### config.mk
export PLATFORM = sky130hd
export DESIGN_NAME = param_fifo
export DESIGN_NICKNAME = d
export VERILOG_FILES = /design/src/rtl/param_fifo.sv
export SDC_FILE = /design/constraint.sdc
export NUM_CORES = 1
export LEC_CHECK = 0
export ABC_AREA = 1
export CAP_MARGIN = 20
export CORE_MARGIN = 4
export CORE_UTILIZATION = 55
export CTS_CLUSTER_DIAMETER = 50
export DETAILED_ROUTE_END_ITERATION = 7
export PLACE_DENSITY = 0.77
export REMOVE_ABC_BUFFERS = 1
export SYNTH_ARGS = -nofsm -noshare
export SYNTH_HDL_FRONTEND = slang
export SYNTH_SLANG_ARGS = --single-unit
### constraint.sdc
create_clock -name clk -period 4.2 [get_ports clk]
set_input_delay 0.84 -clock clk [delete_from_list [all_inputs] [get_ports clk]]
set_output_delay 0.84 -clock clk [all_outputs]
set_load 0.02 [all_outputs]
### src/rtl/param_fifo.sv
// Parametrised single-clock FIFO with fill count, almost-full/almost-empty flags,
// sticky overflow/underflow flags and an optional first-word-fall-through read port.
module param_fifo #(
    parameter int DATA_W    = 8,
    parameter int DEPTH     = 16,
    parameter int AF_THRESH = DEPTH - 2,
    parameter int AE_THRESH = 2,
    parameter int FWFT      = 0
) (
    input  logic                       clk,
    input  logic                       reset,
    input  logic                       write_req,
    input  logic [DATA_W-1:0]          write_data,
    output logic                       FULL,
    output logic                       AFULL,
    input  logic                       read_req,
    output logic [DATA_W-1:0]          read_data,
    output logic                       rd_valid,
    output logic                       EMP,
    output logic                       AEMP,
    output logic [$clog2(DEPTH):0]     count,
    output logic                       overflow,
    output logic                       underflow,
    input  logic                       clr_err
);
    localparam int AW = $clog2(DEPTH);
    localparam int CW = AW + 1;
    localparam logic [CW-1:0] DEPTH_C = CW'(DEPTH);
    localparam logic [CW-1:0] AF_C    = CW'(AF_THRESH);
    localparam logic [CW-1:0] AE_C    = CW'(AE_THRESH);

    logic [DATA_W-1:0] mem [DEPTH];

    logic [AW-1:0]     wptr_q, wptr_d, rptr_q, rptr_d;
    logic [CW-1:0]     count_q, count_d;
    logic              full_q, emp_q, afull_q, aemp_q;
    logic              ovf_q, unf_q, rd_valid_q;
    logic [DATA_W-1:0] rdata_q;
    logic              wr_ok, rd_ok;

    // Acceptance uses the registered flags from the start of the cycle.
    assign wr_ok = write_req && !full_q;
    assign rd_ok = read_req && !emp_q;

    always_comb begin
        wptr_d  = wptr_q;
        rptr_d  = rptr_q;
        count_d = count_q;
        if (wr_ok) wptr_d = wptr_q + AW'(1);
        if (rd_ok) rptr_d = rptr_q + AW'(1);
        if (wr_ok && !rd_ok)      count_d = count_q + CW'(1);
        else if (rd_ok && !wr_ok) count_d = count_q - CW'(1);
    end

    // Storage carries no reset so it maps onto block RAM.
    always_ff @(posedge clk) begin
        if (wr_ok && !reset) mem[wptr_q] <= write_data;
    end

    always_ff @(posedge clk) begin
        if (reset) begin
            wptr_q  <= '0;
            rptr_q  <= '0;
            count_q <= '0;
            full_q  <= 1'b0;
            emp_q   <= 1'b1;
            afull_q <= 1'b0;
            aemp_q  <= 1'b1;
            ovf_q   <= 1'b0;
            unf_q   <= 1'b0;
        end else begin
            wptr_q  <= wptr_d;
            rptr_q  <= rptr_d;
            count_q <= count_d;
            full_q  <= (count_d == DEPTH_C);
            emp_q   <= (count_d == '0);
            afull_q <= (count_d >= AF_C);
            aemp_q  <= (count_d <= AE_C);
            // A new error event in the same cycle as clr_err keeps the flag set.
            ovf_q   <= (ovf_q && !clr_err) || (write_req && full_q);
            unf_q   <= (unf_q && !clr_err) || (read_req && emp_q);
        end
    end

    generate
        if (FWFT == 0) begin : g_registered
            always_ff @(posedge clk) begin
                if (reset) begin
                    rdata_q    <= '0;
                    rd_valid_q <= 1'b0;
                end else begin
                    rd_valid_q <= rd_ok;
                    if (rd_ok) rdata_q <= mem[rptr_q];
                end
            end
        end else begin : g_fwft
            // Prefetch the head word; bypass the write port when the head slot is
            // being written this cycle (it is not in the array yet).
            always_ff @(posedge clk) begin
                if (reset) begin
                    rdata_q    <= '0;
                    rd_valid_q <= 1'b0;
                end else begin
                    rd_valid_q <= (count_d != '0);
                    if (wr_ok && (rptr_d == wptr_q)) rdata_q <= write_data;
                    else if (count_d != '0)          rdata_q <= mem[rptr_d];
                end
            end
        end
    endgenerate

    assign FULL      = full_q;
    assign EMP       = emp_q;
    assign AFULL     = afull_q;
    assign AEMP      = aemp_q;
    assign count     = count_q;
    assign overflow  = ovf_q;
    assign underflow = unf_q;
    assign read_data = rdata_q;
    assign rd_valid  = rd_valid_q;
endmodule

# == Word level (Yosys, flattened, before mapping) ==
# Memories as Yosys holds them, arrays and structs flattened. A register that Yosys moved wholly into a read port is not among the register bits.
# Index checks and enable logic that the tools add are counted.
# word_totals
input_bits,13
ramBits,128
out_inout_bits,20
memories,1
ff_bits,20
wordCells,40
# mem_list
memory,words,width,rd,rd_clocked_by_memory_dff,write_ports,line,source
mem,16,8,1,1,1,32,logic [DATA_W-1:0] mem [DEPTH];
# classes
n_reduce_logical,18
mux,4
magnitude_cmp,2
n_addsub,4
eq_ne,1
# ops
operator,n
5-bit two-way mux,2
1-bit logical AND,9
4-bit by 1-bit adder with 4-bit output (second input constant),2
1-bit zero test,6
5-bit by 1-bit adder with 5-bit output (second input constant),1
5-bit equality test (second input constant),1
5-bit by 4-bit >= comparator with 1-bit output (second input constant),1
5-bit by 2-bit less-or-equal comparator with 1-bit output (second input constant),1
5-bit zero test,1
5-bit by 1-bit subtractor with 5-bit output (second input constant),1
1-bit logical OR,2
1-bit two-way mux,2

# == Logic depth before layout (Yosys ltp) ==
# depth
word_depth,7
ltp_mapped,12
ltp_nobuf,12

# == Least setup slack after synthesis ==
# OpenSTA, ideal clock, no wires.
# synth_timing
path_type,in2reg
start,input port reset
end,"memory mem[0][0], enable pin"
n_path_buf,2
t_arrival_ns,1.824
setup_ns,0.370
slack_ns,2.006
stages,5
cell_sequence,clkbuf_1 -> inv_1 -> buf_2 -> nand3_1 -> nor2_1
# synth_via
elab_chain_cells,4
# synth_lines
element,line,source
from (decl),11,"input logic reset,"
1-bit zero test,57,if (wr_ok && !reset) mem[wptr_q] <= write_data;
1-bit logical AND,57,
1-bit two-way mux,57,
1-bit two-way mux (implied by the code),57,
to (decl),32,
# No other way between the ends.

# == Worst setup path after layout ==
# layout_timing
start,input port reset
end,"memory mem[4][5], enable pin"
# Same word-level chain as after synthesis.

==> reports/metrics.yaml <==
outcome:
  status: "completed"
floorplan:
  die_area_sq_um: 13600
  rows: 39
  start_util: 0.566
  coreArea_sq_um: 11500
  die_h_microns: 117
  die_x_microns: 117
  ios: 33
route:
  drc_errors: 0
  routed_wl_mm: 14.9
  vias: 4635
  drt_iter0_drc: 721
  via_per_inst: 5.82
  ant_nets: 0
  wl_per_cell_microns: 18.7
  drt_first_pass_iters: 7
sta:
  worst_clock_skew_ns: 0.00818
  rsz0062_at_grt: "no"
  slew_headroom: 0.308
  timing.final.crit_period_ns: 2.58
  worst_slew_pin_slew_ns: 1.04
  setup_tns_ns: 0
  hold_viol_final: 0
  fmax_mhz: 388
  setup_violations: 0
  period_share: 0.614
  maxSlewViolCount: 0
synth:
  ys_types: 26
  syn_area_per_cell_sq_um: 10.5
  synthCells: 619
  yosys_register_bits: 156
  yosys_warnings: 0
  ys_seq_area_frac: 0.678
  synth_area_sq_um: 6490
setup_path:
  critical_path.max_stage_delay_ns: 0.58
  ff2ff_path_depth: 7
  required_ns: 4.26
  crit_family: "buffers and inverters"
  cp_slowest_cell: "nor2_1"
  worst-path-max-fanout: 19
  arrival_ns: 2.64
  crit_buf_inv: 3
  worstSetupEndpointType: "flop"
  path_class: "input pin to flop"
  startpoint_type: "input pin"
  crit_chain: "clkdlybuf4s50_1 -> buf_4 -> inv_1 -> nand3_1 -> nor2_1"
  cp_num_cells: 5
cts:
  cts_resized: 0
  cts-buffers-inserted: 17
  cts_max_level: 4
  cts_tree: "done"
  insertion_delay_ns: 0.42
  cts.sink_count: 156
  post_cts_buffers: 0
  cts_hold_buf: 0
  root_buffer: "clkbuf_16"
  path_clk_slew_ns: 0.06
  clockBufferDepth: 2
cells_and_area:
  n_antenna_cell: 0
  final_cell_area_sq_um: 7390
  nNetsFinal: 662
  area_delta_synth_final_pct: 13.8
  drive_gt1_frac: 0.0627
  fillers: 843
global_routing:
  gr-usage-met2: 0.349
  grtUsageMet1: 0.318
  grt_pass1_vias: 4358
  grt-busiest-layer: "met2"
  track_usage: 0.231
  use_met3: 0.0575
  antenna_found_initial: 0
  grt_first_pass_wirelength_mm: 23.0
  grt_max_degree: 67
  overflow: 0
power:
  leakage_nw: 2.77
  irDropWorstVdd_mv: 0.493
  powerDensity_nw_per_um2: 489
  p_total_w: 0.00361
job:
  maxCapViolCount: 0
min_path:
  whs_path_depth: 2
  hold_class: "flop to flop"
placed_design:
  place.gp.congestion: 0.847
  portBuffers: 32
  placed_area_sq_um: 6830
  dp_hpwl_mm: 9.27
[state kept, by name, summed over array words and instances, names as in the netlist]
signal / flops
AEMP: 1
overflow: 1
read_data: 8
wptr_q: 4
mem: 128
rptr_q: 4
AFULL: 1
count: 5
FULL: 1
EMP: 1
rd_valid: 1
underflow: 1
[report_power, final]
group          internal, W  switching [W]  leakage (nW)  total (W)
clock network     0.000861       0.000589         0.256    0.00145
registers          0.00171      0.0000281          1.38    0.00174
logic             0.000138       0.000286          1.13   0.000424
[layout by cell type, fill, tap and decap left out, drive strengths merged]
cell type / n
nand4: 4
inv: 28
buf: 3
a21oi: 19
nand3: 109
edfxtp: 128
ha: 7
clkinvlp: 5
clkdlybuf4s50: 32
dfxtp: 28
nor4: 1
xor2: 2
nor3: 2
bufinv: 2
clkinv: 8
o21ai: 11
nand2: 200
nand3b: 1
clkbuf: 18
nor2: 45
xnor2: 1
[Yosys cell counts]
cell type  count  area, sq um
ha_1           7         87.6
clkbuf_1       5         18.8
nand2_2        2         12.5
nor2_4         1         11.3
nand2_1      198          743
xor2_1         2         17.5
edfxtp_1     128         3840
buf_6          2         22.5
nand4_1        4         25.0
a21oi_1       19         95.1
o21ai_1        8         40.0
clkinv_1       2         7.51
nand3_1      109          546
nor2_1        43          161
nor2_2         1         6.26
o21ai_0        3         15.0
nor4_1         1         6.26
inv_2          6         22.5
buf_1          2         7.51
nor3_1         2         10.0
xnor2_1        1         8.76
dfxtp_1       28          561
buf_2         13         65.1
buf_4          9         67.6
inv_1         22         82.6
nand3b_1       1         7.51
[final timing paths]
path / slack [ns] / end / startpoint
max reg2reg: 1.83 / read_data[0] / rptr_q[2]
min reg2reg: 0.47 / overflow / overflow
min: 0.47 / overflow / overflow
max: 1.62 / mem[4][5] / reset
[worst register-to-register path, cell delays in order, from the launching register on]
cell and delay, ns:
dfxtp_1 0.80, clkinv_1 0.71, nand3_1 0.31, nand2_1 0.12, nand2_1 0.08, nand2_1 0.07, o21ai_1 0.14, inv_1 0.04
[cell type report]
type,count,area (sq um),area share
clock buffers,18,429,0.0581
multi-input cells,402,1790,0.243
flip-flops and latches,156,4410,0.596
clock inverters,13,128,0.0173
well taps,143,179,0.0242
inverters,30,113,0.0152
repair buffers,35,343,0.0464
[metrics by stage]
step / hold WS, ns / utilization / cells / worst slack [ns]
2_1_floorplan: 0.474 / - / 588 / 1.42
3_3_place_gp: 0.456 / 0.596 / 766 / 1.28
6_report: 0.467 / 0.644 / 797 / 1.62
5_1_grt: 0.519 / 0.644 / 797 / 1.44
4_1_cts: 0.474 / 0.644 / 797 / 1.66
3_5_place_dp: 0.466 / 0.596 / 766 / 1.19
[routing by layer]
| layer | share of wire | vias to the layer above | wire, microns |
|---|---|---|---|
| met4 | 0.034 | 0 | 513 |
| li1 | - | 2146 | - |
| met1 | 0.41 | 2177 | 6090 |
| met5 | 0 | - | 0 |
| met2 | 0.46 | 263 | 6910 |
| met3 | 0.093 | 49 | 1380 |
[logic make-up (layout without fill, tap and decap cells)]
kind of cell	Yosys count	in the layout	share of synthesized area
and+or+nand+nor	362	362	0.236
AOI/OAI and AO/OA	30	30	0.0231
buffers and inverters	61	96	0.0453
adders and majority gates	7	7	0.0135
DFF	156	156	0.678
xor gates and xnor gates	3	3	0.00405
(Power assumes the default switching activity.)
